==> config.mk <==
export PLATFORM = sky130hd
export DESIGN_NAME = fault_monitor
export DESIGN_NICKNAME = d
export VERILOG_FILES = /design/src/rtl/fault_monitor.sv
export SDC_FILE = /design/constraint.sdc
export NUM_CORES = 1
export LEC_CHECK = 0
export BUFFER_PORTS_ARGS = -buffer_cell sky130_fd_sc_hd__buf_2
export CAP_MARGIN = 20
export CELL_PAD_IN_SITES_DETAIL_PLACEMENT = 1
export CELL_PAD_IN_SITES_GLOBAL_PLACEMENT = 1
export CORE_MARGIN = 2
export CORE_UTILIZATION = 39
export CTS_CLUSTER_DIAMETER = 50
export DETAILED_ROUTE_END_ITERATION = 16
export MAX_ROUTING_LAYER = met4
export PLACE_DENSITY_LB_ADDON = 0.1
export SETUP_SLACK_MARGIN = 0.3
export SLEW_MARGIN = 10
export SYNTH_ARGS = -nofsm -noshare
export SYNTH_HDL_FRONTEND = slang
export SYNTH_SLANG_ARGS = --single-unit
==> constraint.sdc <==
create_clock -name clk_50 -period 1.8 [get_ports clk_50]
set_clock_uncertainty 0.05 [all_clocks]
set_input_delay 0.27 -clock clk_50 [delete_from_list [all_inputs] [get_ports clk_50]]
set_output_delay 0.27 -clock clk_50 [all_outputs]
set_load 0.01 [all_outputs]
==> src/rtl/fault_monitor.sv <==
// Two-rail error monitor: saturating per-channel counters, first-fault snapshot, persistence FSM with sticky alarm.
// 1-cycle registered latency; no backpressure, accepts a sample_en on every cycle.
module fault_monitor #(
  parameter int PERSIST = 3,
  parameter int CNT_W   = 8
) (
  input  logic             clk_50,
  input  logic             rst,
  input  logic             sample_en,
  input  logic             clear,
  input  logic [2:0]       x,
  input  logic             xc,
  input  logic [1:0]       xe,
  input  logic [2:0]       y,
  input  logic             yc,
  input  logic [1:0]       ye,
  output logic [CNT_W-1:0] err_x_cnt,
  output logic [CNT_W-1:0] err_y_cnt,
  output logic [1:0]       fault_state,
  output logic             alarm,
  output logic             transient_pulse,
  output logic             snap_valid,
  output logic [2:0]       snap_x,
  output logic [2:0]       snap_y,
  output logic             snap_xc,
  output logic             snap_yc,
  output logic [1:0]       snap_src
);

  typedef enum logic [1:0] {
    ST_OK        = 2'b00,
    ST_SUSPECT   = 2'b01,
    ST_TRANSIENT = 2'b10,
    ST_PERMANENT = 2'b11
  } state_t;

  localparam logic [3:0]       PERSIST_L = 4'(PERSIST);
  localparam logic [CNT_W-1:0] CNT_MAX   = '1;

  logic       x_bad;
  logic       y_bad;
  logic       bad;
  state_t     state_q;
  state_t     state_d;
  logic [3:0] run_q;
  logic [3:0] run_d;
  logic [3:0] run_inc;
  logic       pulse_d;

  assign x_bad   = ~(xe[1] ^ xe[0]);
  assign y_bad   = ~(ye[1] ^ ye[0]);
  assign bad     = x_bad | y_bad;
  assign run_inc = run_q + 4'd1;

  always_comb begin
    state_d = state_q;
    run_d   = run_q;
    pulse_d = 1'b0;
    if (sample_en) begin
      case (state_q)
        ST_OK: begin
          if (bad) begin
            state_d = ST_SUSPECT;
            run_d   = 4'd1;
          end
        end
        ST_SUSPECT: begin
          if (bad) begin
            run_d = run_inc;
            if (run_inc == PERSIST_L) state_d = ST_PERMANENT;
          end else begin
            state_d = ST_TRANSIENT;
            pulse_d = 1'b1;
          end
        end
        ST_TRANSIENT: begin
          if (bad) begin
            state_d = ST_SUSPECT;
            run_d   = 4'd1;
          end
        end
        default: ;
      endcase
    end
  end

  // alarm and pulse are registered from the next-state so they align with fault_state
  always_ff @(posedge clk_50 or posedge rst) begin
    if (rst) begin
      state_q         <= ST_OK;
      run_q           <= 4'd0;
      alarm           <= 1'b0;
      transient_pulse <= 1'b0;
    end else if (clear) begin
      state_q         <= ST_OK;
      run_q           <= 4'd0;
      alarm           <= 1'b0;
      transient_pulse <= 1'b0;
    end else begin
      state_q         <= state_d;
      run_q           <= run_d;
      alarm           <= (state_d == ST_PERMANENT);
      transient_pulse <= pulse_d;
    end
  end

  assign fault_state = state_q;

  always_ff @(posedge clk_50 or posedge rst) begin
    if (rst) begin
      err_x_cnt <= '0;
      err_y_cnt <= '0;
    end else if (clear) begin
      err_x_cnt <= '0;
      err_y_cnt <= '0;
    end else if (sample_en) begin
      if (x_bad && (err_x_cnt != CNT_MAX)) err_x_cnt <= err_x_cnt + 1'b1;
      if (y_bad && (err_y_cnt != CNT_MAX)) err_y_cnt <= err_y_cnt + 1'b1;
    end
  end

  always_ff @(posedge clk_50 or posedge rst) begin
    if (rst) begin
      snap_valid <= 1'b0;
      snap_x     <= 3'd0;
      snap_y     <= 3'd0;
      snap_xc    <= 1'b0;
      snap_yc    <= 1'b0;
      snap_src   <= 2'd0;
    end else if (clear) begin
      snap_valid <= 1'b0;
      snap_x     <= 3'd0;
      snap_y     <= 3'd0;
      snap_xc    <= 1'b0;
      snap_yc    <= 1'b0;
      snap_src   <= 2'd0;
    end else if (sample_en && bad && !snap_valid) begin
      snap_valid <= 1'b1;
      snap_x     <= x;
      snap_y     <= y;
      snap_xc    <= xc;
      snap_yc    <= yc;
      snap_src   <= {y_bad, x_bad};
    end
  end

endmodule

# Word level (Yosys, flattened, before mapping)
# Index checks and enable logic that the tools add are counted.
word_totals:
  out_inout_bits: 31
  wordCells: 77
  register_bits: 35
op_classes:
  n_eq_ne: 8
  addsub: 3
  reduce_logical: 15
  bitwise_logic: 5
  muxes: 34
op_table:
  columns: ["cell", "count"]
  rows:
  - ["$mux W8", 6]
  - ["$add A8 B1 Y8 const B", 2]
  - ["$mux W4", 4]
  - ["$ne A8 B8 Y1 const B", 2]
  - ["$mux W2", 7]
  - ["$mux W3", 4]
  - ["$mux W1", 11]
  - ["$pmux W4 S2", 1]
  - ["$reduce_bool A2 Y1", 4]
  - ["$add A4 B1 Y4 const B", 1]
  - ["$eq A2 B2 Y1 const B", 2]
  - ["$eq A4 B2 Y1 const B", 1]
  - ["$logic_and A1 B1 Y1", 4]
  - ["$pmux W2 S2", 1]
  - ["$reduce_and A2 Y1", 2]
  - ["$reduce_and A4 Y1", 1]
  - ["$ne A3 B1 Y1 const B", 1]
  - ["$ne A3 B3 Y1 const B", 1]
  - ["$reduce_bool A3 Y1", 1]
  - ["$eq A2 B1 Y1 const B", 1]
  - ["$logic_not A2 Y1", 1]
  - ["$not A1 Y1", 2]
  - ["$reduce_or A2 Y1", 1]
  - ["$xor A1 B1 Y1", 2]
  - ["2 further kinds", 2]

# Longest topological paths before layout
logic_depth:
  ltp_word: 8
  mapped_depth: 5

# Least setup slack after synthesis
# No wires, ideal clock.
synth_path:
  kind: "register -> register"
  from: "reg err_y_cnt[0]"
  to: "reg err_y_cnt[7]"
  setup_ps: 78
  stages_incl_launch_ff: 6
  n_path_buf: 0
  setup_slack_ps: 102
  arrival_ps: 1570
  path_cell_list: "dfrtp_1 > ha_1 > nand3_1 > o211ai_2 > or4_1 > a21oi_1"
synth_via:
  elab_chain_len: 4
synth_rtl:
  columns: ["item", "line", "rtl"]
  rows:
  - ["start: declaration", "18", "output logic [CNT_W-1:0] err_y_cnt,"]
  - ["start signal: assignment", "118", "if (y_bad && (err_y_cnt != CNT_MAX)) err_y_cnt <= err_y_cnt + 1'b1;"]
  - ["$add A8 B1 Y8 / $ne A8 B8 Y1 (equally long branches)", "118", null]
  - ["$mux W8 / $logic_and A1 B1 Y1 (equally long branches)", "118", null]
  - ["$mux W8 / $reduce_bool A2 Y1 (equally long branches)", null, null]
  - ["$mux W8 / $reduce_and A2 Y1 (equally long branches)", null, null]
# Several ways; a longest one is shown, not always the timed one. The select of a mux whose other input is x is not followed.
# A chain may end at the register's enable or synchronous reset.

# Final worst setup path
layout_path:
  from: "reg err_y_cnt[2]"
  to: "reg err_y_cnt[5]"
# The elaborated chain is that of the path after synthesis.

==> run metrics <==
synth warn=0; core area=0.00438 mm²; Post-Synth Simple-Gate Area=between 10% and 20%; CP Data Required Time=slightly below 2 ns; Register-to-Register Path Depth=5; reg2reg end=err_y_cnt[5]; DRT iter0 DRCs=60; Cell Rows=24; final-layout fill cell count=509; average vias per placed instance=5.42; critical-path maximum fanout=4; Pwr Total=about 1.8 mW; r2r startpoint=err_y_cnt[2]; RSZ-0062 raised after global routing=true; I/O Pins=47; sequential share of the synthesized area=49.0%; Reg clk slew, reported paths=0.07 ns; count leader, synth=dfrtp_1; status=complete, no violations; Slew Limit Fails=0; Post-Syn Nets=209; top cells by count, synth=dfrtp_1, a21oi_1, o21ai_0, nor2_1, nand2_1; Post-CTS Hold Buffers=0; die width=71.7 µm; top post-synthesis cells by area=dfrtp_1, a21oi_1, o21ai_0; Routed Antenna Nets=0; share of layout cells above drive strength 1=42.2%; vias in the first global route=1839; H-tree depth=2; largest net degree at the start of global routing=37; total track usage=between 20% and 30%; Mapped Area=0.00179 mm²; DR WL/cell=16.8 µm; Leakage Power=roughly 1.2 nW; proportion of synthesized area in mux cells=under 10%; FMAX=~0.61 GHz; Cell variety after synth=39; final setup vio count=0; syn avg cell area=9.45 µm²; P per Cell Area=approximately 700 mW/mm²; die height=71.7 µm; post-synthesis register bit count=35; HP Class=input port to async pin; final non-filler cell total=about 320; area share of the largest cell type after synthesis=49.0%; CTS tree=done; Worst Setup Path Type=register to register; initial antenna violation count=0; largest buffer count on any clock path=2; # port buffers=46; Skew-Pair Late Insertion Delay=0.29 ns; Post-synth EDFFs=0; reg2reg setup slack=0.16 ns; period utilization=91.4%; post-synthesis async set-or-reset flop share=100%; crit path DAT=1.81 ns; global route total overflow=0; Final nets=around 290; die area=0.00514 mm²; cell accounting for the most synthesized area=dfrtp_1; final hold viol count=0; min Tclk post-route=1.64 ns; Root Buffer=clkbuf_8; Multi-input gate area=~950 µm²; Final HPWL DP=3530 µm; Clock Sinks=35; max_cap viols=0; Post-Synth Adder-Cell Area=roughly 2.8%; crit start category=register; area delta synth->final=41.4%; endpoint class of the critical path=register; Vias=1745; worst setup path start=err_y_cnt[2]; cells after synthesis=189; largest family of logic cells by synthesized area=simple AND/OR/NAND/NOR gates; hold slack=approximately 0.024 ns; Worst-Margin Slew=0.513 ns; antenna cell count=0; Primary FF master, synth=dfrtp_1; endpoint of the most critical setup path=err_y_cnt[5]; Rel. slew slack=around two thirds; Sum Neg Setup Slack=0 ns; first-pass GRT wire length=between 8000 and 9000 µm; Initial Utilization=slightly above 40%; 1st-pass router iterations=4; Compound-Gate Fraction of Synth Area=18.3%; register area=885 µm²; DP Cell Count=290; VDD IR max=0.000407 V; Post-Synth XOR/XNOR Area=about 5.3%; drt drc=0; Total Wirelength=between 5000 and 6000 µm; GP Congestion=about 0.8; CTS Buf Count=5
worst max-delay path, cell delays in order (launching register included):
cell and delay (ns):
dfrtp_2 0.41, nand4_1 0.17, buf_4 0.15, o211ai_4 0.10, or4_4 0.55, a21oi_2 0.15
layer usage:
layer	GRT usage, %	wire (µm)
met5	-	0
met4	8.81	100
met3	5.91	205
met2	35.6	2770
met1	27.8	2320
sequential cells by signal, summed over array words and instances, names as in the netlist, 2 cells and up:
name / cells
err_x_cnt: 8
fault_state: 2
err_y_cnt: 8
snap_src: 2
snap_x: 3
snap_y: 3
run_q: 4
stage by stage:
stage | utilization [%] | instance area (µm²) | worst slack, ns
2_1_floorplan | - | 1840 | 0.240
3_3_place_gp | 49.9 | 2190 | 0.128
3_5_place_dp | 49.9 | 2190 | 0.0759
4_1_cts | 56.2 | 2460 | 0.198
5_1_grt | 57.6 | 2530 | 0.111
6_report | 57.6 | 2530 | 0.155
worst min path at each step:
stage,cells past startpoint,end,start,slack [ns]
after detailed placement,3,snap_y[2],rst,0.36
after global placement,3,snap_x[2],rst,0.34
after floorplan,2,snap_x[0],x[0],0.35
after global routing,3,snap_y[2],rst,0.07
final,3,err_x_cnt[6],rst,0.02
after CTS,3,err_y_cnt[7],rst,0.03
placed cells by master, fill, tap and decap left out, types with 3 or more instances in the layout:
master	instances
o21ai_0	17
nand4_1	4
xor2_1	6
buf_6	3
a31oi_1	3
o31ai_1	3
buf_4	31
nand2_1	13
dfrtp_2	7
nor4_1	3
nand3_1	7
clkbuf_8	7
dfrtp_1	28
a21oi_1	19
buf_2	46
or3_1	4
nor2_1	16
xnor2_2	3
inv_1	7
or4_1	4
power breakdown:
part           internal, mW  switching (mW)  total [mW]
Sequential            0.816          0.0300       0.846
Clock                 0.349           0.289       0.638
Combinational         0.115           0.161       0.275
Total                  1.28           0.480        1.76
repair_timing:
action | CTS | global route
gates cloned | 0 | 0
buffers inserted | 20 | 4
pin swaps | 17 | 4
gates resized for setup | 9 | 7
endpoints found under the setup margin | 15 | 18
cells by family (layout without fill, tap and decap cells):
group	Yosys count	after routing
xor+xnor	9	9
buf+inv	16	97
flops	35	35
fa+ha+maj	4	4
compound gates	55	55
simple gates	66	66
mux	4	4
cell type report:
type                            count  area share [%]
Clock buffer                        8            3.96
Inverter                            9            1.34
Tap cell                           52            2.58
Multi-Input combinational cell    138            37.4
Timing Repair Buffer               80            19.7
Sequential cell                    35            35.0
(Power assumes the default switching activity.)
